`config.mk`:
```
export PLATFORM = sky130hd
export DESIGN_NAME = draw_sequencer
export DESIGN_NICKNAME = d
export VERILOG_FILES = /design/src/rtl/draw_seq_pkg.sv /design/src/rtl/obj_snapshot.sv /design/src/rtl/draw_sequencer.sv
export SDC_FILE = /design/constraint.sdc
export NUM_CORES = 1
export LEC_CHECK = 0
export BUFFER_PORTS_ARGS = -buffer_cell sky130_fd_sc_hd__buf_2
export CAP_MARGIN = 25
export CORE_ASPECT_RATIO = 1.5
export CORE_MARGIN = 8
export CORE_UTILIZATION = 25
export CTS_BUF_LIST = sky130_fd_sc_hd__clkbuf_16
export DETAILED_ROUTE_END_ITERATION = 8
export SLEW_MARGIN = 40
export SYNTH_ARGS = -nofsm -noshare
export SYNTH_HDL_FRONTEND = slang
export SYNTH_HIERARCHICAL = 1
export SYNTH_SLANG_ARGS = --single-unit
```
`constraint.sdc`:
```
create_clock -name clock -period 6 [get_ports clock]
set_input_delay 0.6 -clock clock [delete_from_list [all_inputs] [get_ports clock]]
set_output_delay 0.6 -clock clock [all_outputs]
set_load 0.02 [all_outputs]
```
`src/rtl/draw_seq_pkg.sv`:
```
// rtl/draw_seq_pkg.sv - shared state type, coordinate widths and helpers for the draw sequencer
// Contents: state_e FSM encoding, X_W/Y_W/COL_W widths, default erase colour,
//           pass_w() returning the pass-index width for a given object count.
package draw_seq_pkg;

    typedef enum logic [2:0] {
        IDLE,
        SNAP,
        LOAD,
        DRAW,
        NEXT
    } state_e;

    localparam int X_W   = 8;
    localparam int Y_W   = 7;
    localparam int COL_W = 3;

    localparam logic [COL_W-1:0] ERASE_COLOUR_DEF = 3'b000;

    // Width of an index that spans all 2*num_obj passes of one frame.
    function automatic int pass_w(input int num_obj);
        return (num_obj > 1) ? $clog2(2 * num_obj) : 1;
    endfunction

endpackage

```
`src/rtl/obj_snapshot.sv`:
```
// rtl/obj_snapshot.sv - current/previous object banks and per-pass rectangle select
// Optional feature macro: SKIP_STATIC_EN (per-object moved vector gates the pass list).
// Ports:
//   clock, reset_n        clock and synchronous active-low reset
//   snap_i                capture obj_*_i into the current bank
//   commit_i              copy current positions to the previous bank, set prev_valid
//   obj_*_i               packed per-object x, y, w, h, colour
//   pass_i                pass index selecting the rectangle on sel_*_o
//   sel_*_o               rectangle for the selected pass
//   req_now_o             required-pass vector computed from live inputs (used in SNAP)
//   req_o                 required-pass vector for the captured frame (used in NEXT)
module obj_snapshot
    import draw_seq_pkg::*;
#(
    parameter int               NUM_OBJ      = 3,
    parameter logic [COL_W-1:0] ERASE_COLOUR = ERASE_COLOUR_DEF,
    parameter int               PASS_W       = 3
) (
    input  logic                     clock,
    input  logic                     reset_n,
    input  logic                     snap_i,
    input  logic                     commit_i,
    input  logic [X_W*NUM_OBJ-1:0]   obj_x_i,
    input  logic [Y_W*NUM_OBJ-1:0]   obj_y_i,
    input  logic [X_W*NUM_OBJ-1:0]   obj_w_i,
    input  logic [Y_W*NUM_OBJ-1:0]   obj_h_i,
    input  logic [COL_W*NUM_OBJ-1:0] obj_colour_i,
    input  logic [PASS_W-1:0]        pass_i,
    output logic [X_W-1:0]           sel_x_o,
    output logic [Y_W-1:0]           sel_y_o,
    output logic [X_W-1:0]           sel_w_o,
    output logic [Y_W-1:0]           sel_h_o,
    output logic [COL_W-1:0]         sel_colour_o,
    output logic [2*NUM_OBJ-1:0]     req_now_o,
    output logic [2*NUM_OBJ-1:0]     req_o
);

    logic [X_W*NUM_OBJ-1:0]   cur_x_q, prev_x_q, cur_w_q;
    logic [Y_W*NUM_OBJ-1:0]   cur_y_q, prev_y_q, cur_h_q;
    logic [COL_W*NUM_OBJ-1:0] cur_c_q;
    logic                     prev_valid_q;

    always_ff @(posedge clock) begin
        if (!reset_n) begin
            cur_x_q      <= '0;
            cur_y_q      <= '0;
            cur_w_q      <= '0;
            cur_h_q      <= '0;
            cur_c_q      <= '0;
            prev_x_q     <= '0;
            prev_y_q     <= '0;
            prev_valid_q <= 1'b0;
        end else begin
            if (snap_i) begin
                cur_x_q <= obj_x_i;
                cur_y_q <= obj_y_i;
                cur_w_q <= obj_w_i;
                cur_h_q <= obj_h_i;
                cur_c_q <= obj_colour_i;
            end
            if (commit_i) begin
                prev_x_q     <= cur_x_q;
                prev_y_q     <= cur_y_q;
                prev_valid_q <= 1'b1;
            end
        end
    end

    // Passes 0..NUM_OBJ-1 erase at the old position using the new size, the
    // remaining passes draw at the new position.
    int   obj_idx;
    logic erase;

    always_comb begin
        erase   = (int'(pass_i) < NUM_OBJ);
        obj_idx = erase ? int'(pass_i) : int'(pass_i) - NUM_OBJ;
        if (obj_idx >= NUM_OBJ) begin
            obj_idx = 0;
        end
        sel_w_o = cur_w_q[obj_idx*X_W +: X_W];
        sel_h_o = cur_h_q[obj_idx*Y_W +: Y_W];
        if (erase) begin
            sel_x_o      = prev_x_q[obj_idx*X_W +: X_W];
            sel_y_o      = prev_y_q[obj_idx*Y_W +: Y_W];
            sel_colour_o = ERASE_COLOUR;
        end else begin
            sel_x_o      = cur_x_q[obj_idx*X_W +: X_W];
            sel_y_o      = cur_y_q[obj_idx*Y_W +: Y_W];
            sel_colour_o = cur_c_q[obj_idx*COL_W +: COL_W];
        end
    end

`ifdef SKIP_STATIC_EN
    logic [NUM_OBJ-1:0] moved_d, moved_q;

    always_comb begin
        moved_d = '0;
        for (int i = 0; i < NUM_OBJ; i++) begin
            moved_d[i] = !prev_valid_q
                       || (obj_x_i[i*X_W +: X_W] != prev_x_q[i*X_W +: X_W])
                       || (obj_y_i[i*Y_W +: Y_W] != prev_y_q[i*Y_W +: Y_W]);
        end
    end

    always_ff @(posedge clock) begin
        if (!reset_n) begin
            moved_q <= '0;
        end else if (snap_i) begin
            moved_q <= moved_d;
        end
    end

    assign req_now_o = {moved_d, moved_d & {NUM_OBJ{prev_valid_q}}};
    assign req_o     = {moved_q, moved_q & {NUM_OBJ{prev_valid_q}}};
`else
    // Every draw pass runs; erase passes run once a previous frame exists.
    assign req_now_o = {{NUM_OBJ{1'b1}}, {NUM_OBJ{prev_valid_q}}};
    assign req_o     = req_now_o;
`endif

endmodule

```
`src/rtl/draw_sequencer.sv`:
```
// rtl/draw_sequencer.sv - per-frame erase/draw pass sequencer feeding the rectangle drawer
// Optional feature macro: SKIP_STATIC_EN (skip passes of objects that did not move).
// Ports:
//   clock, reset_n        clock and synchronous active-low reset
//   frame_tick            frame-rate pulse starting a frame (accepted only in IDLE)
//   obj_x/y/w/h/colour    packed per-object geometry and colour
//   draw_done             drawer finished the current rectangle
//   drw_load/enable       drawer latch strobe and count enable
//   drw_x/y/w/h/colour    rectangle for the current pass
//   plot                  VGA write enable
//   busy                  frame in progress
//   frame_overrun         sticky: a tick arrived while busy
module draw_sequencer
    import draw_seq_pkg::*;
#(
    parameter int               NUM_OBJ      = 3,
    parameter logic [COL_W-1:0] ERASE_COLOUR = ERASE_COLOUR_DEF
) (
    input  logic                     clock,
    input  logic                     reset_n,
    input  logic                     frame_tick,
    input  logic [X_W*NUM_OBJ-1:0]   obj_x,
    input  logic [Y_W*NUM_OBJ-1:0]   obj_y,
    input  logic [X_W*NUM_OBJ-1:0]   obj_w,
    input  logic [Y_W*NUM_OBJ-1:0]   obj_h,
    input  logic [COL_W*NUM_OBJ-1:0] obj_colour,
    input  logic                     draw_done,
    output logic                     drw_load,
    output logic                     drw_enable,
    output logic [X_W-1:0]           drw_x,
    output logic [Y_W-1:0]           drw_y,
    output logic [X_W-1:0]           drw_w,
    output logic [Y_W-1:0]           drw_h,
    output logic [COL_W-1:0]         drw_colour,
    output logic                     plot,
    output logic                     busy,
    output logic                     frame_overrun
);

    localparam int            NPASS     = 2 * NUM_OBJ;
    localparam int            PW        = pass_w(NUM_OBJ);
    localparam logic [PW-1:0] LAST_PASS = PW'(NPASS - 1);

    state_e        state_q;
    logic [PW-1:0] pass_q;
    logic          load_q, enable_q, plot_q, busy_q, overrun_q;
    logic [NPASS-1:0] req_now, req;
    logic [PW:0]   first_hit, next_hit;
    logic          snap, commit;

    // Lowest required pass at or above 'from'; MSB flags that one exists.
    function automatic logic [PW:0] find_req(input logic [NPASS-1:0] vec, input int from);
        logic [PW:0] hit;
        hit = '0;
        for (int k = NPASS - 1; k >= 0; k--) begin
            if (k >= from && vec[k]) begin
                hit = {1'b1, PW'(k)};
            end
        end
        return hit;
    endfunction

    assign first_hit = find_req(req_now, 0);
    assign next_hit  = find_req(req, int'(pass_q) + 1);
    assign snap      = (state_q == SNAP);
    assign commit    = (state_q == NEXT) && !next_hit[PW];

    obj_snapshot #(
        .NUM_OBJ      (NUM_OBJ),
        .ERASE_COLOUR (ERASE_COLOUR),
        .PASS_W       (PW)
    ) u_snapshot (
        .clock        (clock),
        .reset_n      (reset_n),
        .snap_i       (snap),
        .commit_i     (commit),
        .obj_x_i      (obj_x),
        .obj_y_i      (obj_y),
        .obj_w_i      (obj_w),
        .obj_h_i      (obj_h),
        .obj_colour_i (obj_colour),
        .pass_i       (pass_q),
        .sel_x_o      (drw_x),
        .sel_y_o      (drw_y),
        .sel_w_o      (drw_w),
        .sel_h_o      (drw_h),
        .sel_colour_o (drw_colour),
        .req_now_o    (req_now),
        .req_o        (req)
    );

    always_ff @(posedge clock) begin
        if (!reset_n) begin
            state_q   <= IDLE;
            pass_q    <= '0;
            load_q    <= 1'b0;
            enable_q  <= 1'b0;
            plot_q    <= 1'b0;
            busy_q    <= 1'b0;
            overrun_q <= 1'b0;
        end else begin
            if (frame_tick && state_q != IDLE) begin
                overrun_q <= 1'b1;
            end
            case (state_q)
                IDLE: begin
                    if (frame_tick) begin
                        state_q <= SNAP;
                        busy_q  <= 1'b1;
                    end
                end
                SNAP: begin
                    if (first_hit[PW]) begin
                        pass_q  <= first_hit[PW-1:0];
                        load_q  <= 1'b1;
                        state_q <= LOAD;
                    end else begin
                        // Nothing to draw: park on the last pass so NEXT finishes.
                        pass_q  <= LAST_PASS;
                        state_q <= NEXT;
                    end
                end
                LOAD: begin
                    load_q   <= 1'b0;
                    enable_q <= 1'b1;
                    plot_q   <= 1'b1;
                    state_q  <= DRAW;
                end
                DRAW: begin
                    if (draw_done) begin
                        enable_q <= 1'b0;
                        plot_q   <= 1'b0;
                        state_q  <= NEXT;
                    end
                end
                NEXT: begin
                    if (next_hit[PW]) begin
                        pass_q  <= next_hit[PW-1:0];
                        load_q  <= 1'b1;
                        state_q <= LOAD;
                    end else begin
                        busy_q  <= 1'b0;
                        state_q <= IDLE;
                    end
                end
                default: begin
                    state_q <= IDLE;
                end
            endcase
        end
    end

    assign drw_load      = load_q;
    assign drw_enable    = enable_q;
    assign plot          = plot_q;
    assign busy          = busy_q;
    assign frame_overrun = overrun_q;

endmodule

```
After elaboration in Yosys (flattened, before gate mapping)
Cells that the tools add are included.
{"block": "totals", "regBits": 155, "in_bits": 103, "out_inout_bits": 38, "word_cells": 87}
{"block": "op_classes", "addsub": 2, "n_mul": 2, "magnitude_cmp": 8, "eq_ne": 9, "n_shift": 7, "mux": 28, "reduce_logical": 17}
{"op": "$shiftx 21x32->7", "n": 3}
{"op": "$shiftx 24x32->8", "n": 3}
{"op": "$mux 32", "n": 2}
{"op": "$ge 32x3->1 const B", "n": 1}
{"op": "$mul 32x3->32 const B", "n": 1}
{"op": "$mul 32x4->32 const B", "n": 1}
{"op": "$shiftx 9x32->3", "n": 1}
{"op": "$mux 4", "n": 6}
{"op": "$mux 3", "n": 6}
{"op": "$pmux 3 s5", "n": 1}
{"op": "$ne 2x2->1 const B", "n": 5}
{"op": "$ge 1x4->1 const A", "n": 2}
{"op": "$ge 2x4->1 const A", "n": 2}
{"op": "$ge 3x4->1 const A", "n": 2}
{"op": "$mux 8", "n": 1}
{"op": "$mux 7", "n": 1}
{"op": "$eq 3x2->1 const B", "n": 2}
{"op": "$pmux 3 s2", "n": 1}
{"op": "$reduce_and 2->1", "n": 3}
{"op": "$reduce_and 3->1", "n": 2}
{"op": "$reduce_bool 2->1", "n": 3}
{"op": "$reduce_bool 3->1", "n": 2}
{"op": "$logic_and 1x1->1", "n": 5}
{"op": "$mux 1", "n": 5}
{"op": "10 further kinds", "n": 12}

Depth between registers and ports, before layout
{"block": "logic_depth", "depth_word": 10, "depth_mapped": 20, "depth_no_buf": 16}

Hierarchy
Netlist, hierarchy kept.
{"module": "obj_snapshot", "n_inst": 1, "cells_per_inst": 961, "area_each_um2": 9111.2, "seq_area_each_um2": 2902.8}
{"module": "draw_sequencer", "n_inst": 1, "cells_per_inst": 96, "area_each_um2": 778.2, "seq_area_each_um2": 200.2}

Worst setup path before layout
No wires, ideal clock.
{"block": "synth_timing", "path_type": "register to output", "startpoint": "register pass_q[1]", "endpoint": "output port drw_h[2]", "arrival_ns": 4.951, "required_ns": 5.400, "path_slack_ns": 0.449, "path_stages_with_launch": 18, "n_path_buf": 7, "cell_sequence": "dfxtp_1 > ha_1 > buf_6 > nor4b_4 > nor3_2 > inv_2 > buf_4 > buf_4 > clkbuf_1 > ha_1 > fa_1 > inv_1 > fa_1 > clkbuf_1 > buf_1 > clkbuf_1 > mux4_2 > o221ai_1"}
{"block": "synth_between", "elab_chain_cells": 6, "word_cells_on_any_way": 7, "classes_between": "add/sub: 1; mul: 1; order compare: 2; shift: 1; mux: 2"}
{"element": "start, declared", "line": "draw_sequencer.sv:45", "source": "logic [PW-1:0] pass_q;"}
{"element": "start signal, assigned", "line": "draw_sequencer.sv:114", "source": "pass_q <= first_hit[PW-1:0];"}
{"element": "start signal, assigned", "line": "draw_sequencer.sv:138", "source": "pass_q <= next_hit[PW-1:0];"}
{"element": "$sub 3x2->4 / $lt 3x2->1 (equally long branches)", "line": "obj_snapshot.sv:76, obj_snapshot.sv:75"}
{"element": "$mux 32 (*)", "line": "obj_snapshot.sv:76", "source": "obj_idx = erase ? int'(pass_i) : int'(pass_i) - NUM_OBJ;"}
{"element": "$ge 32x3->1", "line": "obj_snapshot.sv:77", "source": "if (obj_idx >= NUM_OBJ) begin"}
{"element": "$mux 32 (*)", "line": "obj_snapshot.sv:77"}
{"element": "$mul 32x4->32 (*)", "line": "obj_snapshot.sv:81", "source": "sel_h_o = cur_h_q[obj_idx*Y_W +: Y_W];"}
{"element": "$shiftx 21x32->7 (*)", "line": "obj_snapshot.sv:81"}
{"element": "end, declared", "line": "draw_sequencer.sv:33", "source": "output logic [Y_W-1:0] drw_h,"}
Mark *: on every way between the ends. The rest lies on a longest branch, timed or not.

Worst setup path after layout
{"block": "layout_timing", "startpoint": "register pass_q[0]", "endpoint": "output port drw_h[3]"}
Same word-level chain as after synthesis.

==> results.py <==
metrics = {
    "status": {
        "status": "completed",
    },
    "drt": {
        "dr.pass1.iters": 5,
        "vias_per_cell": 4.86,
        "first_iter_violations": 424,
        "drtAntennaViolNets": 0,
        "post-route-drc-count": 0,
        "routed_wl_mm": 29.1,
        "vias": 8096,
        "wire_per_inst_um": 17.4,
    },
    "worst_setup_path": {
        "critPathKind": "reg -> out",
        "r2r_slack_ns": 3.10,
        "end_kind": "output port",
        "crit_end": "drw_h[3]",
        "startpoint": "pass_q[0]",
        "start_kind": "register",
        "worst_ep_required_time_ns": 5.40,
        "r2r_cells": 10,
        "rr_endpoint": "u_snapshot/prev_y_q[11]",
        "arrival_ns": 5.09,
        "critPathMaxFanout": 14,
        "r2r_start": "pass_q[0]",
    },
    "power": {
        "internal_power_mw": 2.18,
        "clkPwrFrac_pct": 32.7,
        "p_switching_mw": 1.27,
        "finalPower_mw": 3.45,
        "ir_worst_vdd_mv": 0.160,
        "combPwrFrac_pct": 34.6,
        "p_per_area_mw_per_mm2": 298,
        "power.leakage_nw": 4.21,
        "p_sw_share_pct": 36.8,
        "seq_power_share_pct": 32.7,
    },
    "grt": {
        "grt_max_degree": 91,
        "grt.overflow.total": 0,
        "antenna_found_initial": 4,
        "grt_pass1_vias": 8227,
        "grt_pass1_wl_mm": 45.6,
        "grt_use_total_pct": 12.5,
    },
    "clock_network": {
        "cts_buffers": 17,
        "clkTransAtPathRegs_ns": 0.07,
        "clock-root-buffer": "clkbuf_16",
        "htreeDepth": 4,
        "cts_resized": 0,
        "cts_hold_buf": 0,
        "clock-sinks": 155,
        "cts_buffer_depth": 2,
        "cts_setup_buffers": 0,
        "cts_tree": "done",
        "clk_latency_ns": 0.44,
    },
    "sta": {
        "finalHoldViolations": 0,
        "finalCritPeriodShare_pct": 94.9,
        "tightest_slew_ns": 0.787,
        "fin_ws_ns": 0.306,
        "finalClockSkew_ns": 0.00893,
        "finalCriticalPeriod_ns": 5.69,
        "fin_hold_ws_ns": 0.410,
        "drv_slew": 0,
        "max-slew-margin-rel_pct": 47.5,
        "fin_tns_setup_ns": 0,
        "clock.fmax_mhz": 176,
        "finalSetupViolCount": 0,
        "rsz0062_at_grt": "false",
    },
    "finish": {
        "final_nets": 1276,
        "final_area_mm2": 0.0116,
        "insertedDiodeCount": 0,
        "final_layout_size_suffix_gt1_share_pct": 21.3,
        "num-fill-cells": 4142,
        "area_growth_pct": 16.9,
    },
    "worst_hold_path": {
        "hp-class": "in -> reg",
    },
    "yosys": {
        "synthArstFlopShare_pct": 0,
        "synthCells": 1057,
        "ys_ff_latch": 155,
        "synth_warnings": 6,
        "syn_avg_cell_area_um2": 9.36,
        "synth_edf_count": 0,
        "synthesis.area_mm2": 0.00989,
        "synthFlopType": "dfxtp_1",
        "yosysSeqAreaShare_pct": 31.4,
        "ys_types": 74,
    },
    "die": {
        "core_mm2": 0.0392,
        "die_w_um": 178,
        "rows": 89,
        "ios": 141,
        "initial_core_util_pct": 25.2,
        "fp.dieH_um": 260,
        "dieArea_mm2": 0.0463,
    },
    "run": {
        "cap_violations": 0,
    },
    "place": {
        "globalplace.congestion": 0.850,
        "dpl-instance-area_mm2": 0.0109,
        "port_buffers": 140,
        "dpl.hpwl_mm": 20.9,
        "place_ws_ns": 0.651,
    },
}
## state kept, by name (all words and copies together) (netlist names), 3 cells and up
signal	count
pass_q	3
u_snapshot/prev_y_q	21
u_snapshot/cur_h_q	21
state_q	3
u_snapshot/cur_y_q	21
u_snapshot/cur_w_q	24
u_snapshot/prev_x_q	24
u_snapshot/cur_x_q	24
u_snapshot/cur_c_q	9
## layout make-up
type                       instances  area (um2)  area share [%]
tap                              500         626            5.41
inverter                          20        75.1           0.649
clock inverter                    14         178            1.54
sequential                       155        3100            26.8
timing repair buffer             161         876            7.57
multi-input combinational        800        6280            54.3
clock buffer                      17         425            3.68
## power by group through the flow
stage	Sequential (mW)	Combinational (mW)	Clock, mW
final	1.13	1.19	1.13
after CTS	1.13	1.20	1.17
after detailed placement	1.15	1.19	0
after global placement	1.15	1.19	0
after global routing	1.14	1.29	1.20
after floorplan	1.13	0.879	0
## per-stage QoR
step           cells  util, %
2_1_floorplan   1066        -
3_3_place_gp    1635     27.9
4_1_cts         1666     29.5
5_1_grt         1667     29.5
3_5_place_dp    1635     27.9
6_report        1667     29.5
## layout by cell type (no fill, tap or decap), drive strengths merged, types with 4 or more instances in the layout
| master | Yosys | layout |
|---|---|---|
| nand2 | 106 | 106 |
| a211oi | 4 | 4 |
| nand3 | 38 | 38 |
| nand2b | 8 | 8 |
| o2111ai | 5 | 5 |
| inv | 20 | 28 |
| o21a | 10 | 10 |
| dfxtp | 155 | 155 |
| o211ai | 5 | 5 |
| buf | 46 | 160 |
| nor4 | 4 | 4 |
| mux2i | 197 | 197 |
| clkbuf | 45 | 18 |
| nor2b | 148 | 148 |
| mux2 | 6 | 6 |
| nor3b | 4 | 4 |
| o21ai | 19 | 19 |
| mux4 | 34 | 34 |
| a21oi | 36 | 36 |
| and3 | 12 | 12 |
| o31ai | 4 | 4 |
| nand4 | 6 | 6 |
| xnor2 | 4 | 4 |
| ha | 15 | 15 |
| and2 | 6 | 6 |
| or4 | 4 | 4 |
| a32oi | 12 | 12 |
| conb | 2 | 11 |
| nor2 | 31 | 31 |
| nor3 | 17 | 17 |
| a2bb2oi | 6 | 6 |
## per-layer routing
| layer | GRT usage [%] | vias up | wire length, um |
|---|---|---|---|
| met5 | 0 | - | 48 |
| met4 | 5.89 | 8 | 841 |
| met3 | 2.79 | 53 | 1400 |
| met2 | 21.8 | 200 | 14800 |
| met1 | 14.3 | 3876 | 12000 |
| li1 | - | 3959 | - |
## Yosys cell counts (5+ instances only)
library cell	n	area [um2]
buf_6	7	78.8
ha_1	15	188
o21ai_0	18	90.1
inv_1	18	67.6
nor3_1	16	80.1
and2_1	6	37.5
nand3_1	38	190
dfxtp_1	155	3100
o21a_1	10	75.1
clkbuf_1	44	165
nand2b_1	7	43.8
and3_1	11	68.8
nor2_1	31	116
mux2_2	6	67.6
o211ai_1	5	37.5
buf_1	17	63.8
mux4_2	34	766
buf_4	17	128
nor2b_1	148	926
nand4_1	6	37.5
o2111ai_1	5	43.8
a21oi_1	34	170
a2bb2oi_1	6	52.6
mux2i_1	197	1970
a32oi_1	12	105
nand2_1	106	398
## cells by family (layout without fill, tap and decap cells)
family | count (synthesis) | after routing | share of synthesized area (%)
other cells | 2 | 11 | 0.0759
flops | 155 | 155 | 31.4
mux | 237 | 237 | 28.4
buf+inv | 111 | 212 | 5.66
fa+ha+maj | 18 | 18 | 2.51
compound gates | 133 | 133 | 9.88
simple gates | 396 | 396 | 21.7
xor+xnor | 5 | 5 | 0.443
## how the worst min path moves through the flow
| stage | slack (ns) | cells past startpoint | startpoint | to |
|---|---|---|---|---|
| after floorplan | 0.47 | 2 | u_snapshot/cur_w_q[16] | u_snapshot/cur_w_q[16] |
| after global placement | 0.44 | 2 | drw_load | drw_load |
| after detailed placement | 0.44 | 2 | drw_load | drw_load |
| after CTS | 0.38 | 3 | obj_colour[5] | u_snapshot/cur_c_q[5] |
| after global routing | 0.40 | 3 | obj_y[9] | u_snapshot/cur_y_q[9] |
| final | 0.41 | 3 | obj_colour[5] | u_snapshot/cur_c_q[5] |
## worst max-delay path: stages (launching register included)
cell,delay (ns)
dfxtp_1,0.34
ha_1,0.48
nor2_1,0.07
a221o_1,0.31
nand2_1,0.09
inv_1,0.07
ha_1,0.34
fa_1,0.54
inv_1,0.06
fa_1,0.74
buf_4,0.24
mux4_2,0.50
mux4_2,0.47
nand2_1,0.08
o211ai_1,0.11
buf_2,0.20
No activity file was read; power rests on OpenSTA's default activity.
